`src/rtl/seq_sched_pkg.sv`:
```
// Shared encodings and helpers for the shared 1101 detector scheduler.
package seq_sched_pkg;

  typedef enum logic [2:0] {IDLE, LOAD, SHIFT, FLUSH, DONE} ctrl_state_t;
  typedef enum logic [2:0] {S0, S1, S2, S3, S4} det_state_t;

  // Round-robin pointer step: the slot after the one just served.
  function automatic int rr_next(input int idx, input int n);
    return (idx + 1 >= n) ? 0 : idx + 1;
  endfunction

endpackage

```
`src/rtl/seq1101_detector.sv`:
```
// Moore 1101 detector; z is high for one cycle in S4, which always returns to S0.
module seq1101_detector
  import seq_sched_pkg::*;
(
  input  logic Clock,
  input  logic Resetn,
  input  logic clr,
  input  logic w,
  output logic z
);

  det_state_t state, next;

  always_ff @(posedge Clock or negedge Resetn) begin
    if (!Resetn) state <= S0;
    else         state <= next;
  end

  always_comb begin
    next = S0;
    if (!clr) begin
      case (state)
        S0:      next = w ? S1 : S0;
        S1:      next = w ? S2 : S0;
        S2:      next = w ? S0 : S3;
        S3:      next = w ? S4 : S0;
        default: next = S0;
      endcase
    end
  end

  assign z = (state == S4);

endmodule

```
`src/rtl/seq_detect_scheduler.sv`:
```
// Round-robin front end that serialises one requester's word into the shared
// 1101 detector and returns the saturating match count with an ack pulse.
module seq_detect_scheduler
  import seq_sched_pkg::*;
#(
  parameter int N_REQ  = 4,
  parameter int WORD_W = 16,
  parameter int CNT_W  = 4
) (
  input  logic                       Clock,
  input  logic                       Resetn,
  input  logic [N_REQ-1:0]           req,
  input  logic [N_REQ*WORD_W-1:0]    data,
  output logic [N_REQ-1:0]           ack,
  output logic                       busy,
  output logic [$clog2(N_REQ)-1:0]   grant_id,
  output logic                       result_valid,
  output logic [CNT_W-1:0]           match_count,
  output logic                       z_mon
);

  localparam int ID_W = $clog2(N_REQ);
  localparam int BC_W = (WORD_W > 1) ? $clog2(WORD_W) : 1;

  ctrl_state_t       state, next;
  logic [ID_W-1:0]   ptr, sel, pick;
  logic [ID_W-1:0]   cand [N_REQ];
  logic              found;
  logic [WORD_W-1:0] words [N_REQ];
  logic [WORD_W-1:0] shreg;
  logic [BC_W-1:0]   bit_cnt;
  logic [CNT_W-1:0]  cnt, cnt_inc;
  logic              w, z, clr;

  for (genvar i = 0; i < N_REQ; i++) begin : g_words
    assign words[i] = data[i*WORD_W +: WORD_W];
  end

  // First requester at or after the pointer, wrapping around.
  always_comb begin
    pick  = '0;
    found = 1'b0;
    for (int k = 0; k < N_REQ; k++) begin
      cand[k] = ID_W'((int'(ptr) + k) % N_REQ);
      if (!found && req[cand[k]]) begin
        found = 1'b1;
        pick  = cand[k];
      end
    end
  end

  always_ff @(posedge Clock or negedge Resetn) begin
    if (!Resetn) state <= IDLE;
    else         state <= next;
  end

  always_comb begin
    next = state;
    case (state)
      IDLE:    if (found) next = LOAD;
      LOAD:    next = SHIFT;
      SHIFT:   if (bit_cnt == BC_W'(WORD_W-1)) next = FLUSH;
      FLUSH:   next = DONE;
      DONE:    next = IDLE;
      default: next = IDLE;
    endcase
  end

  assign cnt_inc = (&cnt) ? cnt : cnt + CNT_W'(1);

  always_ff @(posedge Clock or negedge Resetn) begin
    if (!Resetn) begin
      ptr         <= '0;
      sel         <= '0;
      grant_id    <= '0;
      shreg       <= '0;
      bit_cnt     <= '0;
      cnt         <= '0;
      match_count <= '0;
    end else begin
      case (state)
        IDLE:  if (found) sel <= pick;
        LOAD: begin
          grant_id <= sel;
          shreg    <= words[sel];
          bit_cnt  <= '0;
          cnt      <= '0;
        end
        SHIFT: begin
          shreg   <= shreg << 1;
          bit_cnt <= bit_cnt + BC_W'(1);
          if (z) cnt <= cnt_inc;
        end
        // A match finished on the last bit is only visible here.
        FLUSH: match_count <= z ? cnt_inc : cnt;
        DONE:  ptr <= ID_W'(rr_next(int'(grant_id), N_REQ));
        default: ;
      endcase
    end
  end

  assign clr = (state == LOAD);
  assign w   = (state == SHIFT) && shreg[WORD_W-1];

  seq1101_detector u_det (
    .Clock  (Clock),
    .Resetn (Resetn),
    .clr    (clr),
    .w      (w),
    .z      (z)
  );

  always_comb begin
    ack = '0;
    if (state == DONE) ack[grant_id] = 1'b1;
  end

  assign result_valid = (state == DONE);
  assign busy         = (state != IDLE);
  assign z_mon        = z;

endmodule

```
`config.mk`:
```
export PLATFORM = sky130hd
export DESIGN_NAME = seq_detect_scheduler
export DESIGN_NICKNAME = d
export VERILOG_FILES = /design/src/rtl/seq_sched_pkg.sv /design/src/rtl/seq1101_detector.sv /design/src/rtl/seq_detect_scheduler.sv
export SDC_FILE = /design/constraint.sdc
export NUM_CORES = 1
export LEC_CHECK = 0
export ABC_AREA = 1
export BUFFER_PORTS_ARGS = -buffer_cell sky130_fd_sc_hd__buf_2
export CORE_MARGIN = 2
export CORE_UTILIZATION = 50
export DETAILED_ROUTE_END_ITERATION = 8
export GPL_TIMING_DRIVEN = 0
export PLACE_DENSITY = 0.86
export SYNTH_ARGS = -nofsm -noshare
export SYNTH_HDL_FRONTEND = slang
export SYNTH_HIERARCHICAL = 1
export SYNTH_SLANG_ARGS = --single-unit
```
`constraint.sdc`:
```
create_clock -name Clock -period 1.9 [get_ports Clock]
set_input_delay 0 -clock Clock [delete_from_list [all_inputs] [get_ports Clock]]
set_output_delay 0 -clock Clock [all_outputs]
set_load 0.1 [all_outputs]
```
==> impl_metrics.xml <==
<?xml version="1.0" encoding="UTF-8"?>
<metrics>
  <group name="status">
    <metric name="status" unit="">finished clean</metric>
  </group>
  <group name="clock_network">
    <metric name="ctsHoldBuffers" unit="">1</metric>
    <metric name="tritoncts" unit="">built</metric>
    <metric name="clock_tree_buffer_depth" unit="">2</metric>
    <metric name="number_of_sinks_driven_by_the_clock_tree" unit="">40</metric>
    <metric name="cts.repair.resized" unit="">0</metric>
    <metric name="clk_transition_reported_paths" unit="ns">0.08</metric>
    <metric name="ctsHtreeMaxLevel" unit="">2</metric>
    <metric name="cts_inserted_buffers" unit="">5</metric>
    <metric name="clkLatencyLatePin" unit="ns">0.30</metric>
    <metric name="clock-root-buffer" unit="">sky130_fd_sc_hd__clkbuf_8</metric>
    <metric name="setup_fix_bufs_post_cts" unit="">0</metric>
  </group>
  <group name="power_and_ir_drop">
    <metric name="power_switching" unit="mW">2.66</metric>
    <metric name="power_frac_comb" unit="%">58.7</metric>
    <metric name="leakagePower" unit="nW">1.64</metric>
    <metric name="internal_power" unit="mW">2.55</metric>
    <metric name="power.share.sequential" unit="%">27.2</metric>
    <metric name="switching_share" unit="%">51.0</metric>
    <metric name="pwr_density_cell" unit="mW/mm^2">1610</metric>
    <metric name="clock_power_share" unit="%">14.1</metric>
    <metric name="peakVddDrop" unit="mV">0.717</metric>
  </group>
  <group name="detailed_routing">
    <metric name="firstDrtPassIters" unit="">4</metric>
    <metric name="drtAntennaViolNets" unit="">0</metric>
    <metric name="totalWireLength" unit="um">6530</metric>
    <metric name="remaining_drc_errors" unit="">0</metric>
    <metric name="drt-wirelength-per-cell" unit="um">12.5</metric>
    <metric name="num_vias" unit="">2728</metric>
    <metric name="avgViaCountPerCell" unit="">5.23</metric>
    <metric name="dr.first_iter.drc_count" unit="">232</metric>
  </group>
  <group name="floorplan">
    <metric name="die_area" unit="mm^2">0.00569</metric>
    <metric name="die_height" unit="um">75.4</metric>
    <metric name="start_util" unit="%">53.0</metric>
    <metric name="fp-row-count" unit="">25</metric>
    <metric name="floorplan.core_area" unit="mm^2">0.00482</metric>
    <metric name="die_width" unit="um">75.4</metric>
    <metric name="ios" unit="">83</metric>
  </group>
  <group name="grt">
    <metric name="first_global_vias" unit="">2450</metric>
    <metric name="globalRouteOverflowTotal" unit="">0</metric>
    <metric name="initial_antenna_violation_count" unit="">0</metric>
    <metric name="global_route_wire_length_before_repair" unit="um">10400</metric>
    <metric name="gr-usage-all-layers" unit="%">23.6</metric>
    <metric name="grt_max_degree" unit="">41</metric>
  </group>
  <group name="place">
    <metric name="placement.cell_area" unit="mm^2">0.00310</metric>
    <metric name="portBuffers" unit="">82</metric>
    <metric name="post-dp-hpwl" unit="um">4930</metric>
    <metric name="place.detailed.instances" unit="">513</metric>
    <metric name="gp_congestion" unit="">0.878</metric>
  </group>
  <group name="layout">
    <metric name="num-nets-final" unit="">530</metric>
    <metric name="syn2layout_area_growth" unit="%">26.7</metric>
    <metric name="diodes" unit="">0</metric>
    <metric name="post_route_cells_drive_above_1_share" unit="%">28.6</metric>
    <metric name="instances_no_fill" unit="">522</metric>
    <metric name="design_area" unit="mm^2">0.00323</metric>
  </group>
  <group name="yosys">
    <metric name="syn_area" unit="mm^2">0.00255</metric>
    <metric name="distinct_cell_type_count_of_the_synthesized_netlist" unit="">33</metric>
    <metric name="syn-instance-count" unit="">364</metric>
    <metric name="ys_seq_elements" unit="">40</metric>
    <metric name="ys.warnings.count" unit="">6</metric>
    <metric name="proportion_of_synthesized_chip_area_in_sequential_cells" unit="%">39.2</metric>
    <metric name="syn_nets" unit="">440</metric>
    <metric name="synth.avg_cell_area" unit="um^2">7.01</metric>
  </group>
  <group name="hold_path">
    <metric name="timing.hold.worst.class" unit="">primary input to flip-flop</metric>
    <metric name="hold_path_depth" unit="">5</metric>
  </group>
  <group name="worst_setup_path">
    <metric name="critical_path.slowest_cell" unit="">sky130_fd_sc_hd__dfrtp_1</metric>
    <metric name="crit_path_frequent_cell" unit="">sky130_fd_sc_hd__inv_2</metric>
    <metric name="timing.critical_path.slowest_cell_delay" unit="ns">0.43</metric>
    <metric name="setup.worst_path.class" unit="">flip-flop to output port</metric>
    <metric name="path_delay_family" unit="">buffers and inverters</metric>
    <metric name="worstSetupEndpointType" unit="">output port</metric>
    <metric name="timing.critical_path.from_type" unit="">flip-flop</metric>
    <metric name="timing.critical_path.fanout_max" unit="">6</metric>
    <metric name="worst-path-buf-inv" unit="">3</metric>
    <metric name="crit_path_cell_trace" unit="">inv_2 &gt; nor3_4 &gt; inv_2 &gt; nor2_4 &gt; buf_2</metric>
    <metric name="cp.depth" unit="">5</metric>
    <metric name="critPathArrivalTime" unit="ns">1.78</metric>
    <metric name="worst-r2r-cell-count" unit="">7</metric>
    <metric name="critical_path_required" unit="ns">1.90</metric>
  </group>
  <group name="timing">
    <metric name="timing_worst_slew_pin_value" unit="ns">0.876</metric>
    <metric name="finalCritPeriodShare" unit="%">93.7</metric>
    <metric name="finalHoldViolations" unit="">0</metric>
    <metric name="finalMaxSlewViolations" unit="">0</metric>
    <metric name="final-setup-viol-count" unit="">0</metric>
    <metric name="max_freq" unit="MHz">562</metric>
    <metric name="finalWorstPathRequiredPeriod" unit="ns">1.78</metric>
    <metric name="timing.max_slew.rel_slack" unit="%">41.6</metric>
    <metric name="grt_setup_unrepaired" unit="">no</metric>
    <metric name="clock_skew" unit="ns">0.00410</metric>
  </group>
  <group name="flow_run">
    <metric name="max_cap_violations" unit="">0</metric>
  </group>
</metrics>
cell usage after synthesis, drive strengths merged:
master,instances,share of area [%]
buf,7,1.7
nor3,5,1.4
nand2,98,15
nand3,26,5.5
a32o,1,0.39
or2,1,0.25
o22ai,18,4.4
o21ai,51,10
a22o,1,0.34
inv,39,5.7
nand3b,1,0.29
nand4,1,0.25
xor2,2,0.69
o221ai,1,0.34
a31oi,2,0.49
clkbuf,8,1.2
o211ai,2,0.59
ha,6,2.9
dfrtp,40,39
a21oi,4,0.78
nor2,50,7.7
sequential cells by signal (all words and copies together) (netlist names):
register     cells
grant_id         2
shreg           16
sel              2
u_det/state      3
match_count      4
state            3
cnt              4
bit_cnt          4
ptr              2
per-stage QoR:
| step | setup TNS, ns | hold slack (ns) | power [mW] | util [%] | setup WS (ns) |
|---|---|---|---|---|---|
| floorplan | -1.15 | -0.296 | 3.77 | - | -0.251 |
| global placement | 0 | 0.161 | 4.36 | 64.4 | 0.397 |
| detailed placement | 0 | 0.165 | 4.45 | 64.4 | 0.367 |
| CTS | 0 | 0.0875 | 5.20 | 67.1 | 0.117 |
| global route | 0 | 0.125 | 5.64 | 67.1 | 0.0512 |
| finish | 0 | 0.0888 | 5.21 | 67.1 | 0.120 |
worst register-to-register path: stages (launching register included):
cell                      delay [ns]
sky130_fd_sc_hd__dfrtp_1        0.45
sky130_fd_sc_hd__nor2_1         0.18
sky130_fd_sc_hd__nand2_2        0.19
sky130_fd_sc_hd__nand2_4        0.19
sky130_fd_sc_hd__inv_2          0.10
sky130_fd_sc_hd__buf_4          0.18
sky130_fd_sc_hd__nand2_1        0.06
sky130_fd_sc_hd__nand3_1        0.09
area by class of cell:
type | instances | area [um^2]
Buffer | 15 | 75.1
Clock buffer | 6 | 82.6
Clock inverter | 2 | 38.8
Fill cell | 444 | 1590
Inverter | 39 | 146
Multi-Input combinational cell | 270 | 1380
Sequential cell | 40 | 1000
Tap cell | 67 | 83.8
Timing Repair Buffer | 83 | 420
final timing paths:
check,start,end,slack [ns]
max,state[2],ack[0],0.12
min,data[6],shreg[6],0.09
max reg2reg,state[0],shreg[8],0.34
min reg2reg,bit_cnt[3],bit_cnt[3],0.48
max in group asynchronous,Resetn,ptr[0],1.00
min in group asynchronous,Resetn,shreg[1],0.36
cells by family (layout without fill, tap and decap cells):
family          after synthesis  after routing  synth area share [%]
flops                        40             40                  39.2
fa+ha+maj                     6              6                  2.94
simple gates                182            182                  30.9
buf+inv                      54            145                  8.68
compound gates               80             80                  17.5
xor+xnor                      2              2                 0.687
cell usage in the layout, fill, tap and decap left out, drive strengths merged:
master and n:
clkbuf 14, o21ai 51, a31oi 2, a21oi 4
dfrtp 40, ha 6, bufinv 1, dlygate4sd3 1
nand2 98, nor2 50, xor2 2, o221ai 1
o22ai 18, a32o 1, or2 1, nand3 26
nand4 1, clkinv 1, a22o 1, nor3 5
inv 39, buf 89, nand3b 1, o211ai 2
metal layers:
metal | up-vias | GRT usage (%) | routed length (um)
li1 | 1365 | - | -
met1 | 1258 | 30.9 | 2930
met2 | 95 | 39.6 | 3110
met3 | 10 | 4.10 | 385
met4 | 0 | 7.99 | 104
met5 | - | 0 | 0
power by group through the flow:
stage	Combinational (mW)	Clock [mW]	Sequential, mW
global placement	2.95	0	1.41
finish	3.06	0.735	1.42
detailed placement	3.02	0	1.43
global route	3.41	0.775	1.46
floorplan	2.21	0	1.56
CTS	3.05	0.741	1.41
Note: power is estimated with default switching activity, not from simulation.
